## config.mk

```make
export PLATFORM = sky130hd
export DESIGN_NAME = reg_slice_chain
export DESIGN_NICKNAME = d
export VERILOG_FILES = /design/src/rtl/reg_slice_chain.sv
export SDC_FILE = /design/constraint.sdc
export NUM_CORES = 1
export LEC_CHECK = 0
export BUFFER_PORTS_ARGS = -buffer_cell sky130_fd_sc_hd__clkbuf_2
export CAP_MARGIN = 20
export CORE_ASPECT_RATIO = 0.75
export CORE_MARGIN = 2
export CORE_UTILIZATION = 30
export DETAILED_ROUTE_END_ITERATION = 6
export SYNTH_ARGS = -nofsm -noshare
export SYNTH_HDL_FRONTEND = slang
export SYNTH_SLANG_ARGS = --single-unit
```

## constraint.sdc

```tcl
create_clock -name clk -period 7.8 [get_ports clk]
set_clock_uncertainty 0.05 [all_clocks]
set_input_delay 1.56 -clock clk [delete_from_list [all_inputs] [get_ports clk]]
set_output_delay 1.56 -clock clk [all_outputs]
set_load 0.01 [all_outputs]
```

## src/rtl/reg_slice_chain.sv

```systemverilog
// Cascade of valid/ready register slices. Every stage uses the same cut type:
// BWD (ready cut), FWD (valid/payload cut) or FULL (main + skid, both paths cut).
module reg_slice_chain #(
  parameter int PLD_WIDTH = 32,
  parameter int STAGES    = 2,
  parameter int MODE      = 2,
  parameter int CNT_W     = $clog2(2*STAGES+1)
) (
  input  logic                 clk,
  input  logic                 rst,
  input  logic                 flush,
  input  logic                 s_vld,
  input  logic [PLD_WIDTH-1:0] s_pld,
  output logic                 s_rdy,
  output logic                 m_vld,
  output logic [PLD_WIDTH-1:0] m_pld,
  input  logic                 m_rdy,
  output logic [CNT_W-1:0]     occ
);

  localparam int MODE_FWD  = 1;
  localparam int MODE_FULL = 2;

  // "main" is the forward register (FWD, FULL); "skid" is the backup entry (BWD, FULL).
  logic [STAGES-1:0]    main_vld;
  logic [STAGES-1:0]    skid_vld;
  logic [PLD_WIDTH-1:0] main_pld [STAGES];
  logic [PLD_WIDTH-1:0] skid_pld [STAGES];

  // Link k is the input side of stage k; link STAGES faces the m_* port.
  logic [STAGES:0]      link_vld;
  logic [STAGES:0]      link_rdy;
  logic [PLD_WIDTH-1:0] link_pld [STAGES+1];

  // Valid/payload only flow forward and ready only backward, so two sweeps suffice.
  always_comb begin
    link_vld = '0;
    link_rdy = '0;
    for (int k = 0; k <= STAGES; k++) begin
      link_pld[k] = '0;
    end
    link_vld[0]      = s_vld;
    link_pld[0]      = s_pld;
    link_rdy[STAGES] = m_rdy;
    for (int k = 0; k < STAGES; k++) begin
      if (MODE == MODE_FULL || MODE == MODE_FWD) begin
        link_vld[k+1] = main_vld[k];
        link_pld[k+1] = main_pld[k];
      end else begin
        link_vld[k+1] = link_vld[k] | skid_vld[k];
        link_pld[k+1] = skid_vld[k] ? skid_pld[k] : link_pld[k];
      end
    end
    for (int k = STAGES - 1; k >= 0; k--) begin
      if (MODE == MODE_FWD) begin
        link_rdy[k] = !main_vld[k] | link_rdy[k+1];
      end else begin
        link_rdy[k] = !skid_vld[k];
      end
    end
  end

  always_ff @(posedge clk) begin
    if (rst) begin
      main_vld <= '0;
      skid_vld <= '0;
      for (int k = 0; k < STAGES; k++) begin
        main_pld[k] <= '0;
        skid_pld[k] <= '0;
      end
    end else if (flush) begin
      main_vld <= '0;
      skid_vld <= '0;
    end else begin
      for (int k = 0; k < STAGES; k++) begin
        if (MODE == MODE_FULL) begin
          // Main free or draining: refill from skid first, else straight from input.
          if (!main_vld[k] || link_rdy[k+1]) begin
            if (skid_vld[k]) begin
              main_vld[k] <= 1'b1;
              main_pld[k] <= skid_pld[k];
              skid_vld[k] <= 1'b0;
            end else begin
              main_vld[k] <= link_vld[k];
              if (link_vld[k]) begin
                main_pld[k] <= link_pld[k];
              end
            end
          end else if (link_vld[k] && !skid_vld[k]) begin
            skid_vld[k] <= 1'b1;
            skid_pld[k] <= link_pld[k];
          end
        end else if (MODE == MODE_FWD) begin
          if (link_rdy[k]) begin
            main_vld[k] <= link_vld[k];
            if (link_vld[k]) begin
              main_pld[k] <= link_pld[k];
            end
          end
        end else begin
          if (skid_vld[k]) begin
            if (link_rdy[k+1]) begin
              skid_vld[k] <= 1'b0;
            end
          end else if (link_vld[k] && !link_rdy[k+1]) begin
            skid_vld[k] <= 1'b1;
            skid_pld[k] <= link_pld[k];
          end
        end
      end
    end
  end

  always_comb begin
    occ = '0;
    for (int k = 0; k < STAGES; k++) begin
      occ = occ + CNT_W'(main_vld[k]) + CNT_W'(skid_vld[k]);
    end
  end

  // Handshake: a beat moves on an interface at a rising edge where vld & rdy.
  assign m_vld = link_vld[STAGES];
  assign m_pld = link_pld[STAGES];
  assign s_rdy = link_rdy[0] | rst;

endmodule

```

Yosys cells after proc, flatten, opt, wreduce, memory -nomap -nowiden --
Memories as Yosys holds them, arrays and structs flattened. Index checks and enable logic that the tools add are counted.
Operators by class: add/sub/neg operators 3, multipliers 0, divide/modulo/power cells 0, order comparisons 0, eq/ne operators 0, shifts and indexed selects 0, muxes and demuxes 42, bitwise logic cells 7, reduce and logical (&&, ||, !) cells 11
Operator list (number):
- 2-to-1 mux 32 bit | 6
- 2-to-1 mux 1 bit | 36
- bitwise OR 1 bit | 7
- OR reduction 3 bit | 2
- zero test 1 bit | 4
- adder 2 x 1 -> 3 bit | 1
- adder 3 x 1 -> 3 bit | 1
- adder 1 x 1 -> 2 bit | 1
- logical AND 1 bit | 2
- logical OR 1 bit | 2
- OR reduction 2 bit | 1
Word-level totals: register bits 4, latch bits 0, memory bits (writable) 128, ROM bits 0, input port bits 37, output and inout bits 37, word-level logic and storage cells 69, memories kept 2
Memory list:
- main_pld | depth 2, bits a word 32, read ports 2, clocked after memory_dff 0, wr ports 2, RTL line 27 | logic [PLD_WIDTH-1:0] main_pld [STAGES];
- skid_pld | depth 2, bits a word 32, read ports 2, clocked after memory_dff 0, wr ports 2, RTL line 28 | logic [PLD_WIDTH-1:0] skid_pld [STAGES];

Depth between registers and ports, before layout --
Gate-level depths: netlist of the first run.
depth in word-level cells 8, gate-level depth with buffers 7, mapped depth without buffers 5

Worst setup path before layout of the first run --
Ideal clock, no wire load.
path type input to register, start in m_rdy, end mem main_pld[1][0] (enable), library setup time 0.470 ns, arrival time 4.427 ns, data required time 7.280 ns, setup slack 2.853 ns, stages on the path 4, path buffers 2, cell sequence nor2b_1 buf_2 buf_1 o31ai_1
RTL lines:
- from (decl) | RTL line 17 | input logic m_rdy,
- to (decl) | RTL line 27

Worst setup path after layout of the first run --
start in rst, end out s_rdy
Between the ends: longest elaborated chain between the ends 1
Ends and longest elaborated chain:
- from (decl) | RTL line 10 | input logic rst,
- bitwise OR 1 bit | RTL line 124 | assign s_rdy = link_rdy[0] | rst;
- to (decl) | RTL line 14 | output logic s_rdy,
Every way passes these cells.

==> qor.txt, run 1 <==
status = finished, final reports clean
postcts setup bufs = 0
CTS tree = yes
IO buf count = 73
Mapped Cells = 469
number of global-route vias before repair = 3,827
final setup vio count = 0
row count = 45
Cell Area, Synth = 6110 um2
initial antenna violation count = 1
power per cell area = 240 nW/um2
synthesis-stage register bit count = 132
DRT iter0 DRCs = 547
FFs w/ async S/R, synth = 0
Leakage = 2.40 nW
layout cell share with drive strength beyond 1 = 0.252
root buffer cell = clkbuf_16
CP Class = in -> out
most frequent cell after synthesis = edfxtp_1
Final min period = 3.76 ns
area grow syn2layout = 14.3%
Ports = 74
ANT nets after route = 0
pin count of the biggest net entering global routing = 66
worst-margin pin slew = 0.996 ns
clk buf depth = 2
max_cap viols = 0
grt ovf = 0
arrival time at the worst endpoint = 2.15 ns
pre-CTS setup slack = 4.04 ns
WP data required = 6.19 ns
top cell type's share of synthesized area = 0.629
Synth cell types = 34
Final Wtd Congestion = 0.731
# DRC = 0
DIE AREA = 21,500 um2
register area share after synthesis = 0.642
Core Region = 20,100 um2
VDD IR max = 108 uV
Post-layout nets = 535
vias per inst = 5.00
first-pass GRT wire length = 21.9 mm
Clk pin slew, worst setup/hold paths = 0.06 ns
top post-synthesis cells by area = edfxtp_1 (63%), a21boi_0 (7.9%), o2bb2ai_1 (4.6%), buf_4 (3.9%), o21ai_0 (3.7%)
Tcrit/Tclk final = 0.482
H-tree depth = 4
die width = 169 um
Die Y = 128 um
final worst-path setup slack = 4.04 ns
Post-synth EDFFs = 128
CTS Buf Count = 17
RSZ-0062 raised after global routing = no
GRT Overall Usage = 0.133
f_max = 266 MHz
Hold Path Class = reg -> reg
Hold Buf Count CTS = 0
CP startpoint kind = primary input
Yosys top cell by area = edfxtp_1
CP Capture Type = output pin
Slew Limit Fails = 0
Yosys Warn Count = 0
drt pass-1 iters = 5
Post-synth top cells = edfxtp_1 (128), a21boi_0 (64), o21ai_0 (45), nand3_1 (33)
Syn Area/Cell = 13.0 um2
maximum fanout along the worst path = 7
Final HPWL DP = 8.69 mm
Starting Density = 0.304
Slew HR = 0.336
via count = 3,832
clock sink count = 132
WL/cell = 17.9 um
Top FF cell, synth = edfxtp_1
Syn Nets = 509
final WL = 13.7 mm
final hold vios = 0
PostCTS Resize Cnt = 0
final setup TNS = 0 ns
clk_lat worst skew = 0.42 ns
-- worst paths after layout --
path                             startpoint         endpoint  slack [ns]  cells after the start
worst min register to register  main_vld[1]      skid_vld[1]        0.48                      2
worst max-delay path                    rst            s_rdy        4.04                      4
worst min-delay path            main_vld[1]      skid_vld[1]        0.48                      2
worst max register to register  main_vld[1]  skid_pld[0][43]        5.47                      6
-- layout by cell type, fill, tap and decap left out, types with 2 or more instances in the layout --
cell	count
edfxtp_1	128
clkbuf_2	73
a21boi_0	64
o21ai_0	44
nand3_1	33
o2bb2ai_1	32
a21oi_1	24
o21ai_1	20
clkbuf_16	17
a21oi_2	9
buf_4	9
inv_1	6
clkinv_2	5
nor2_1	4
nand2_1	4
dfxtp_1	4
bufinv_16	3
clkbuf_1	3
nor2b_1	2
nand4_1	2
ha_1	2
clkinv_1	2
clkinvlp_4	2
-- area by class of cell --
cell class,count,area (um2)
tap,258,323
sequential,132,3920
antenna,1,2.50
timing repair buffer,83,448
fill,1958,13100
clock buffer,20,437
inverter,6,22.5
clock inverter,12,138
multi-input combinational,255,1700
-- routing by layer --
metal,GRT usage,up-vias,wire (um)
li1,-,1815,-
met1,0.191,1860,6790
met2,0.183,142,5690
met3,0.0524,15,1070
met4,0.0380,0,140
met5,0,-,0
-- cell families (layout without fill, tap and decap cells) --
family / count (synthesis) / count (layout) / synth area share
simple gates: 56 / 56 / 0.0520
buf+inv: 82 / 121 / 0.0856
compound gates: 196 / 196 / 0.213
fa+ha+maj: 3 / 3 / 0.00737
flops: 132 / 132 / 0.642
other cells: 0 / 1 / 0
-- power breakdown --
group	internal, W	total (W)	leakage [nW]	switching (W)
Clock	0.000496	0.000775	0.278	0.000279
Combinational	0.0000281	0.0000815	0.756	0.0000534
Sequential	0.000809	0.000821	1.36	0.0000119
Total	0.00133	0.00168	2.40	0.000344
-- worst max-delay path, cell delays in order --
cell	delay, ns
clkbuf_2	0.14
inv_1	0.23
nand2_1	0.09
clkbuf_2	0.14
-- per-stage QoR --
| step | util | instances | area (um2) | hold slack, ns | power (W) |
|---|---|---|---|---|---|
| 3_5_place_dp | 0.318 | 733 | 6400 | 0.478 | 0.000918 |
| 3_3_place_gp | 0.318 | 733 | 6400 | 0.464 | 0.000915 |
| 5_1_grt | 0.348 | 766 | 6990 | 0.516 | 0.00173 |
| 2_1_floorplan | - | 469 | 6110 | 0.471 | 0.000890 |
| 6_report | 0.348 | 767 | 6990 | 0.476 | 0.00168 |
| 4_1_cts | 0.347 | 765 | 6970 | 0.486 | 0.00169 |
-- sequential cells by signal (all words and copies together), names as in the netlist --
signal	count
skid_vld	2
main_pld	64
skid_pld	64
main_vld	2
No activity file was read; power rests on OpenSTA's default activity.
==> inputs of run 2 (changes only) <==
--- a/config.mk
+++ b/config.mk
@@ -5,6 +5,7 @@
 export SDC_FILE = /design/constraint.sdc
 export NUM_CORES = 1
 export LEC_CHECK = 0
+export ABC_AREA = 1
 export BUFFER_PORTS_ARGS = -buffer_cell sky130_fd_sc_hd__clkbuf_2
 export CAP_MARGIN = 20
 export CORE_ASPECT_RATIO = 0.75
==> constraint.sdc (replaced) <==
create_clock -name clk -period 3.76 [get_ports clk]
set_clock_uncertainty 0.05 [all_clocks]
set_input_delay 0.752 -clock clk [delete_from_list [all_inputs] [get_ports clk]]
set_output_delay 0.752 -clock clk [all_outputs]
set_load 0.01 [all_outputs]
==> qor.txt, run 2 <==
commonest non-fill, non-tap cell in the layout = nand2_1
Yosys Warn Count = 0
top post-synthesis cells by area = edfxtp_1 (62%), nand2_1 (10%), nor2_1 (9.8%), inv_1 (6.6%), buf_4 (5.3%)
Hold Buf Count CTS = 0
final hold vios = 0
Starting Density = 0.306
DRT iter0 DRCs = 223
maximum fanout along the worst path = 3
synthesis-stage register bit count = 132
f_max = 362 MHz
max_cap viols = 0
Hold Path Class = reg -> reg
CTS Buf Count = 17
status = finished, final reports clean
pin count of the biggest net entering global routing = 65
vias per inst = 3.91
Leakage = 3.14 nW
RSZ-0062 raised after global routing = no
Power, Total = 0.00334 W
Post-layout nets = 731
layout cell share with drive strength beyond 1 = 0.162
WL/cell = 11.8 um
row count = 45
Slew HR = 0.436
number of global-route vias before repair = 3,626
Mapped Cells = 649
top cell type's share of synthesized area = 0.621
area grow syn2layout = 13.5%
power per cell area = 475 nW/um2
first-pass GRT wire length = 18.6 mm
CTS tree = yes
H-tree depth = 4
via count = 3,755
# diodes = 0
Ports = 74
arrival time at the worst endpoint = 1.96 ns
commonest non-fill, non-tap cells in the layout = nand2_1 (168), nor2_1 (162), edfxtp_1 (128), inv_1 (109), clkbuf_2 (73)
die width = 170 um
PostCTS Resize Cnt = 0
root buffer cell = clkbuf_16
register area share after synthesis = 0.634
Regs by FF count = main_pld x64, skid_pld x64
GRT Overall Usage = 0.112
drt pass-1 iters = 5
most frequent cell after synthesis = nand2_1
postcts setup bufs = 0
grt ovf = 0
IO buf count = 73
register-to-register setup slack = 1.83 ns
Cell Area, Synth = 6190 um2
final worst-path setup slack = 0.995 ns
# fillers = 2,077
initial antenna violation count = 0
worst-margin pin slew = 0.842 ns
WP data required = 2.96 ns
final setup TNS = 0 ns
# DRC = 0
Post-synth top cells = nand2_1 (170), nor2_1 (162), edfxtp_1 (128), inv_1 (109), buf_4 (44)
DIE AREA = 21,800 um2
Final min period = 2.77 ns
Syn Area/Cell = 9.54 um2
VDD IR max = 269 uV
Post-synth EDFFs = 128
Final HPWL DP = 6.92 mm
clk_lat worst skew = 0.42 ns
Yosys top cell by area = edfxtp_1
Die Y = 128 um
pre-CTS setup slack = 1.28 ns
Synth cell types = 20
Clk pin slew, worst setup/hold paths = 0.05 ns
ANT nets after route = 0
clock sink count = 132
Post-DP Area = 6520 um2
Final Wtd Congestion = 0.729
final setup vio count = 0
CP Class = reg -> out
Core Region = 20,200 um2
CP Capture Type = output pin
clk buf depth = 2
Slew Limit Fails = 0
CP startpoint kind = register
Syn Nets = 689
final instance area = 7030 um2
FFs w/ async S/R, synth = 0
Top FF cell, synth = edfxtp_1
final WL = 11.3 mm
Tcrit/Tclk final = 0.735
[run 2: cell type report]
cell class	instances	area [um2]	share of cell area
Clock buffer	21	440	0.0627
Clock inverter	9	65.1	0.00926
Inverter	111	417	0.0593
Multi-Input combinational cell	350	1440	0.204
Sequential cell	132	3920	0.558
Tap cell	258	323	0.0459
Timing Repair Buffer	79	423	0.0602
[run 2: cells by family (layout without fill, tap and decap cells)]
kind of cell | count (synthesis) | count (layout) | synth area share
AO/OA/AOI/OAI | 4 | 4 | 0.00364
buffers and inverters | 167 | 220 | 0.139
AND/OR/NAND/NOR | 343 | 343 | 0.216
adder cells (fa/ha/maj) | 3 | 3 | 0.00727
flip-flops | 132 | 132 | 0.634
[run 2: report_power, final]
group | internal, W | total, W | leakage [nW] | switching (W)
logic | 0.0000570 | 0.000180 | 1.53 | 0.000124
clock network | 0.000885 | 0.00146 | 0.250 | 0.000572
registers | 0.00168 | 0.00170 | 1.36 | 0.0000220
total | 0.00262 | 0.00334 | 3.14 | 0.000718
[run 2: final timing paths]
kind / start / endpoint / cells after the start
worst max-delay path: main_vld[1] / occ[1] / 6
worst min-delay path: main_pld[0][13] / main_pld[1][13] / 2
worst max register to register: skid_vld[0] / skid_pld[0][59] / 8
worst min register to register: main_pld[0][13] / main_pld[1][13] / 2
[run 2: critical path, cell delays in order, from the launching register on]
cell	delay, ns
dfxtp_1	0.34
inv_1	0.07
fa_1	0.54
inv_1	0.04
ha_1	0.17
ha_1	0.26
clkbuf_2	0.13
[run 2: layer usage]
layer,vias up,share of wire,track usage
met5,-,0,0
met4,0,0.014,0.0528
met3,14,0.045,0.0348
met2,70,0.45,0.176
met1,1648,0.49,0.143
li1,2023,-,-
[run 2: per-stage QoR]
stage	util	cells	hold WS [ns]
3_3_place_gp	0.323	930	0.479
4_1_cts	0.348	960	0.502
3_5_place_dp	0.323	930	0.490
5_1_grt	0.348	960	0.531
6_report	0.348	960	0.495
2_1_floorplan	-	649	0.470
